===== src/rtl/nds_bram_read.sv =====
// Frame reader: one AXI-lite style read per 18-bit RGB666 pixel, with prefetch FIFO and valid/ready pixel output.
// Optional NDS_BRAM_READ_RRESP_CHECK_EN makes rd_err latch any non-OKAY read response.
module nds_bram_read #(
  parameter int          FRAME_W    = 256,
  parameter int          FRAME_H    = 192,
  parameter logic [31:0] BASE_ADDR  = 32'h0,
  parameter int          FIFO_DEPTH = 4
) (
  input  logic        clk,
  input  logic        reset,
  input  logic        frame_req,
  output logic        busy,
  output logic [31:0] S_AXI_ARADDR,
  output logic        S_AXI_ARVALID,
  input  logic        S_AXI_ARREADY,
  input  logic [31:0] S_AXI_RDATA,
  input  logic [1:0]  S_AXI_RRESP,
  input  logic        S_AXI_RVALID,
  output logic        S_AXI_RREADY,
  output logic [5:0]  red,
  output logic [5:0]  green,
  output logic [5:0]  blue,
  output logic        px_valid,
  input  logic        px_ready,
  output logic        px_sof,
  output logic        px_eol,
  output logic        rd_err
);

  localparam int                PTR_W    = $clog2(FIFO_DEPTH);
  localparam logic [15:0]       LAST_IDX = 16'(FRAME_W * FRAME_H - 1);
  localparam logic [15:0]       LAST_COL = 16'(FRAME_W - 1);
  localparam logic [PTR_W:0]    DEPTH_C  = (PTR_W + 1)'(FIFO_DEPTH);

  typedef enum logic [1:0] {IDLE = 2'd0, ADDR = 2'd1, DATA = 2'd2} state_t;

  state_t           state;
  logic [15:0]      index;
  logic [15:0]      col;
  logic [19:0]      mem [FIFO_DEPTH];
  logic [PTR_W-1:0] wr_ptr;
  logic [PTR_W-1:0] rd_ptr;
  logic [PTR_W:0]   count;
  logic [PTR_W:0]   count_next;
  logic             push;
  logic             pop;
  logic             has_room;
  logic [19:0]      wdata;

  assign push       = S_AXI_RREADY && S_AXI_RVALID;
  assign pop        = px_valid && px_ready;
  assign px_valid   = (count != '0);
  assign count_next = count + (PTR_W + 1)'(push) - (PTR_W + 1)'(pop);
  // Room is judged after this cycle's push/pop so a new read always has a slot waiting.
  assign has_room   = (count_next < DEPTH_C);
  assign wdata      = {S_AXI_RDATA[17:0], (index == 16'd0), (col == LAST_COL)};
  assign {red, green, blue, px_sof, px_eol} = mem[rd_ptr];

  function automatic logic [31:0] addr_of(input logic [15:0] idx);
    return BASE_ADDR + {14'd0, idx, 2'b00};
  endfunction

  always_ff @(posedge clk) begin
    if (reset) begin
      state         <= IDLE;
      index         <= 16'd0;
      col           <= 16'd0;
      busy          <= 1'b0;
      S_AXI_ARADDR  <= 32'h0;
      S_AXI_ARVALID <= 1'b0;
      S_AXI_RREADY  <= 1'b0;
    end else begin
      case (state)
        IDLE: begin
          if (frame_req && !busy) begin
            state         <= ADDR;
            index         <= 16'd0;
            col           <= 16'd0;
            busy          <= 1'b1;
            S_AXI_ARADDR  <= BASE_ADDR;
            S_AXI_ARVALID <= 1'b1;
          end else if (busy && pop && (count == (PTR_W + 1)'(1))) begin
            busy <= 1'b0;
          end
        end
        ADDR: begin
          if (S_AXI_ARREADY) begin
            S_AXI_ARVALID <= 1'b0;
            S_AXI_RREADY  <= 1'b1;
            state         <= DATA;
          end
        end
        DATA: begin
          if (S_AXI_RREADY) begin
            if (S_AXI_RVALID) begin
              S_AXI_RREADY <= 1'b0;
              index        <= index + 16'd1;
              col          <= (col == LAST_COL) ? 16'd0 : col + 16'd1;
              if (index == LAST_IDX) begin
                state <= IDLE;
              end else if (has_room) begin
                state         <= ADDR;
                S_AXI_ARADDR  <= addr_of(index + 16'd1);
                S_AXI_ARVALID <= 1'b1;
              end
            end
          end else if (has_room) begin
            // FIFO was full after the last beat; index already points at the next pixel
            state         <= ADDR;
            S_AXI_ARADDR  <= addr_of(index);
            S_AXI_ARVALID <= 1'b1;
          end
        end
        default: state <= IDLE;
      endcase
    end
  end

  // Prefetch FIFO storage and occupancy
  always_ff @(posedge clk) begin
    if (reset) begin
      wr_ptr <= '0;
      rd_ptr <= '0;
      count  <= '0;
      for (int i = 0; i < FIFO_DEPTH; i++) mem[i] <= 20'h0;
    end else begin
      if (push) begin
        mem[wr_ptr] <= wdata;
        wr_ptr      <= wr_ptr + PTR_W'(1);
      end
      if (pop) rd_ptr <= rd_ptr + PTR_W'(1);
      count <= count_next;
    end
  end

`ifdef NDS_BRAM_READ_RRESP_CHECK_EN
  // Sticky error on any accepted beat with a non-OKAY response
  always_ff @(posedge clk) begin
    if (reset) rd_err <= 1'b0;
    else if (push && (S_AXI_RRESP != 2'b00)) rd_err <= 1'b1;
  end
  logic unused_bits;
  assign unused_bits = ^S_AXI_RDATA[31:18];
`else
  assign rd_err = 1'b0;
  logic unused_bits;
  assign unused_bits = ^{S_AXI_RDATA[31:18], S_AXI_RRESP};
`endif

endmodule


===== config.mk =====
export PLATFORM = sky130hd
export DESIGN_NAME = nds_bram_read
export DESIGN_NICKNAME = d
export VERILOG_FILES = /design/src/rtl/nds_bram_read.sv
export SDC_FILE = /design/constraint.sdc
export NUM_CORES = 1
export LEC_CHECK = 0
export ABC_AREA = 1
export BUFFER_PORTS_ARGS = -buffer_cell sky130_fd_sc_hd__buf_2
export CAP_MARGIN = 20
export CORE_MARGIN = 4
export CORE_UTILIZATION = 58
export CTS_CLUSTER_SIZE = 10
export DETAILED_ROUTE_END_ITERATION = 8
export GPL_TIMING_DRIVEN = 0
export PLACE_DENSITY = 0.79
export SLEW_MARGIN = 20
export SYNTH_ARGS = -nofsm -noshare
export SYNTH_HDL_FRONTEND = slang
export SYNTH_SLANG_ARGS = --single-unit

===== constraint.sdc =====
create_clock -name clk -period 6.1 [get_ports clk]
set_input_delay 1.22 -clock clk [delete_from_list [all_inputs] [get_ports clk]]
set_output_delay 1.22 -clock clk [all_outputs]
set_load 0.01 [all_outputs]

Word level (Yosys, flattened, before mapping)
Memory sizes are Yosys's and may differ from the RTL's. A register that Yosys moved wholly into a read port is not among the register bits.
Cells that the tools add are included.
W data, S select, Z words.
{"block": "classes", "n_mux": 45, "eq_ne": 13, "n_lt_le_gt_ge": 1, "addsub": 6, "reduce_logical": 20}
{"op": "$mux W32", "n": 6}
{"op": "$mux W16", "n": 6}
{"op": "$pmux W16 S2", "n": 2}
{"op": "$pmux W32 S2", "n": 1}
{"op": "$add A16 B1 Y16 const B", "n": 2}
{"op": "$mux W20", "n": 1}
{"op": "$reduce_or A20 Y1", "n": 1}
{"op": "$mux W2", "n": 9}
{"op": "$mux W1", "n": 17}
{"op": "$eq A16 B16 Y1 const B", "n": 1}
{"op": "$eq A16 B8 Y1 const B", "n": 1}
{"op": "$logic_not A16 Y1", "n": 1}
{"op": "$ne A3 B3 Y1 const B", "n": 4}
{"op": "$ne A2 B2 Y1 const B", "n": 4}
{"op": "$pmux W2 S3", "n": 1}
{"op": "$reduce_and A6 Y1", "n": 1}
{"op": "$reduce_bool A2 Y1", "n": 3}
{"op": "$reduce_bool A3 Y1", "n": 2}
{"op": "$logic_and A1 B1 Y1", "n": 5}
{"op": "$reduce_and A5 Y1", "n": 1}
{"op": "$add A2 B1 Y2 const B", "n": 2}
{"op": "$reduce_and A2 Y1", "n": 2}
{"op": "$reduce_and A4 Y1", "n": 1}
{"op": "$add A3 B1 Y3", "n": 1}
{"op": "10 further kinds", "n": 10}
{"block": "totals", "inputBits": 40, "n_memories": 1, "mem_bits_rw": 80, "regBits": 76, "word_cells": 96}
{"name": "mem", "depth": 4, "word_bits": 20, "rd": 1, "rd_ports_with_merged_regs": 1, "write_ports": 4, "line": "40", "rtl": "logic [19:0] mem [FIFO_DEPTH];"}

Depth between registers and ports, before layout
{"block": "logic_depth", "ltp_word": 9, "depth_mapped": 16, "depth_no_buf": 16}

Worst setup path before layout
Ideal clock, no wire load.
{"block": "synth_timing", "kind": "input to register", "start": "input S_AXI_RVALID", "end": "memory mem[3][0], enable pin", "cell_stages": 4, "t_required_ns": 5.673, "path_buffers": 0, "setup_ns": 0.427, "arrival_ns": 3.082, "path_slack_ns": 2.590, "cell_sequence": "nand2_1 inv_1 nand2_1 o21ai_0"}
{"item": "start: declaration", "line": "18", "rtl": "input logic S_AXI_RVALID,"}
{"item": "end: declaration", "line": "40"}

==> out/qor.yml <==
synth:
  yosysWarningCount: 0
  synth_top_family_by_area: "simple AND/OR/NAND/NOR gates"
  synthAdderAreaFrac_pct: 0.999
  synth-seq-cells: 142
  synth_flop_cell: "edfxtp_1"
  syn_area_mm2: 0.00701
  syn_inst: 892
  async_flop_share_pct: 0
  yosysUniqueCellTypes: 37
  synth_edf_count: 80
  yosysMostFrequentCell: "nor2_1"
  synth_mux_area_share_pct: 0
  synth_top_cell_by_area: "edfxtp_1"
  yosys-top-cells-count: "nor2_1 (181), nand2_1 (171), inv_1 (116), edfxtp_1 (80)"
  avgSynthCellArea_um2: 7.86
  yosys.area.top_type_share_pct: 34.3
  synth-compound-area-share_pct: 10.9
  yosys-top-cells-area: "edfxtp_1 (34%), dfxtp_1 (18%), nor2_1 (9.7%), nand2_1 (9.2%), inv_1 (6.2%)"
  ys_seq_area_share_pct: 52.0
  synth-xor-area-share_pct: 0.375
  synthSimpleGateAreaFrac_pct: 25.1
cells_and_area:
  fin_nets: 1035
  fin_area_mm2: 0.00816
  multiInputGateArea_mm2: 0.00270
  area_growth_pct: 16.5
  fillerInstances: 949
  regArea_mm2: 0.00364
  final_cells: 1146
  diodes: 0
  drive_gt1_share_pct: 13.5
floorplanning:
  die_w_um: 118
  die-height_um: 118
  std_cell_rows: 39
  start_util_pct: 60.4
  core_mm2: 0.0116
  io_pins: 97
  fp.dieArea_mm2: 0.0139
detailed_routing:
  drt_iter0_drc: 605
  drtPass1Iterations: 5
  dr_wl_met2_um: 8190
  wl_met3_um: 1170
  wl_met1_um: 7220
  drcViolationCount: 0
  top_layer: "met4"
  ant_nets: 0
  wl_per_cell_um: 14.8
  wirelength_um: 17000
  viasPerCell: 5.34
  dr_total_vias: 6115
critical_path:
  path_class: "input port to flop"
  critPathCaptureType: "flop"
  crit_fanout: 20
  arrival_ns: 3.33
  required_ns: 6.03
  r2r_cells: 7
  critPathLaunchType: "input port"
run_status:
  status: "finished clean"
clock_network:
  cts.sinks: 142
  post-cts-setup-buffers: 0
  cts_tree: "done"
  post_cts_resized: 0
  ctsRootBufferMaster: "clkbuf_16"
  clk_transition_reported_paths_ns: 0.06
  cts_buffer_depth: 2
  htree_levels: 4
  numCtsBuffers: 17
  clock_latency_ns: 0.43
  holdBufCountCts: 0
sta:
  fmax_mhz: 294
  finalHoldViolCount: 0
  tightest_slew_ns: 1.05
  relSlewSlack_pct: 29.7
  slew_viol_final: 0
  period_minus_slack_ns: 3.40
  rsz0062_at_grt: "no"
  final.period_utilization_pct: 55.7
  skew_ns: 0.0111
  setup_violations: 0
  tns_ns: 0
power_and_ir_drop:
  power_leakage_nw: 3.44
  total_power_mw: 3.20
  peakVddDrop_v: 0.000266
  power_density_mw_per_mm2: 392
placement:
  placed_area_mm2: 0.00758
  hpwlAfterDp_um: 11400
  dp_cells: 1114
  gp_congestion: 0.933
  portBuffers: 63
global_routing:
  grt_overflow: 0
  antenna_found_initial: 0
  grt_usage_pct: 24.7
  grt_max_degree: 22
  first_global_vias: 5775
  grt_first_pass_wirelength_um: 27500
hold_path:
  min_path_cells: 2
  hold_path.class: "flop to flop"
flow_run:
  drv_cap: 0
final cells by class:
| cell class | count | share of cell area, % |
|---|---|---|
| sequential | 142 | 44.6 |
| multi-input combinational | 594 | 33.1 |
| clock buffer | 22 | 5.82 |
| inverter | 121 | 5.56 |
| timing repair buffer | 63 | 3.86 |
| buffer | 51 | 3.49 |
| tap | 143 | 2.19 |
| clock inverter | 10 | 1.38 |
where the power goes:
group | leakage (nW) | internal (mW) | switching (mW)
clock | 0.285 | 0.635 | 0.400
sequential | 1.33 | 1.12 | 0.0589
combinational | 1.82 | 0.332 | 0.649
cells in the final DEF, fill, tap and decap left out, types with 2 or more instances in the layout:
master and count:
buf_6 3, nor2_1 181, clkinv_2 4, o21ai_1 4, clkbuf_1 27, nor3b_1 2
clkbuf_16 18, inv_1 116, buf_4 18, a21oi_1 55, conb_1 17, nand2_2 5
nand3_1 36, clkinvlp_4 2, edfxtp_1 80, inv_2 4, nor2_4 4, nor3_1 9
ha_1 4, nand2_1 171, nand4_1 7, dfxtp_1 62, buf_2 66, xor2_1 3
buf_1 3, bufinv_16 2, o21ai_0 61, o22ai_1 20, nor4_1 3
sequential cells by signal, indices dropped and copies added (netlist names), named ones only:
signal	cells
col	16
mem	80
count	3
state	2
index	16
S_AXI_ARVALID	1
S_AXI_ARADDR	16
wr_ptr	2
busy	1
S_AXI_RREADY	1
rd_ptr	2
cell families (layout without fill, tap and decap cells):
kind of cell,Yosys count,after routing
AOI/OAI and AO/OA,146,146
DFF,142,142
adders and majority gates,5,5
other,1,17
xor gates and xnor gates,3,3
and+or+nand+nor,423,423
buffers and inverters,172,267
stage by stage:
| stage | setup slack, ns | utilization (%) | hold WS [ns] |
|---|---|---|---|
| floorplan | 2.59 | - | 0.427 |
| global placement | 1.33 | 65.1 | 0.440 |
| detailed placement | 2.26 | 65.2 | 0.442 |
| CTS | 2.69 | 70.3 | 0.452 |
| global route | 2.52 | 70.3 | 0.481 |
| finish | 2.70 | 70.3 | 0.450 |
per-layer routing:
metal  track usage [%]  vias to the layer above
met3              4.13                       30
li1                  -                     3037
met1              31.3                     2769
met5                 0                        -
met4              11.0                        0
met2              41.8                      279
worst paths after layout:
kind                                   end    startpoint  slack [ns]
worst max-delay path            mem[0][19]  S_AXI_RVALID        2.70
worst min register to register      col[7]        col[7]        0.45
worst max register to register  mem[0][19]  S_AXI_RREADY        3.25
worst min-delay path                col[7]        col[7]        0.45
critical path, cell delays in order:
cell and delay, ns:
buf_2 0.11, nand2_1 0.28, nor2_1 0.10, inv_1 0.15
nor2_1 0.07, nand2_1 0.09, clkbuf_1 0.49, nand2_1 0.80
Note: power is estimated with default switching activity, not from simulation.
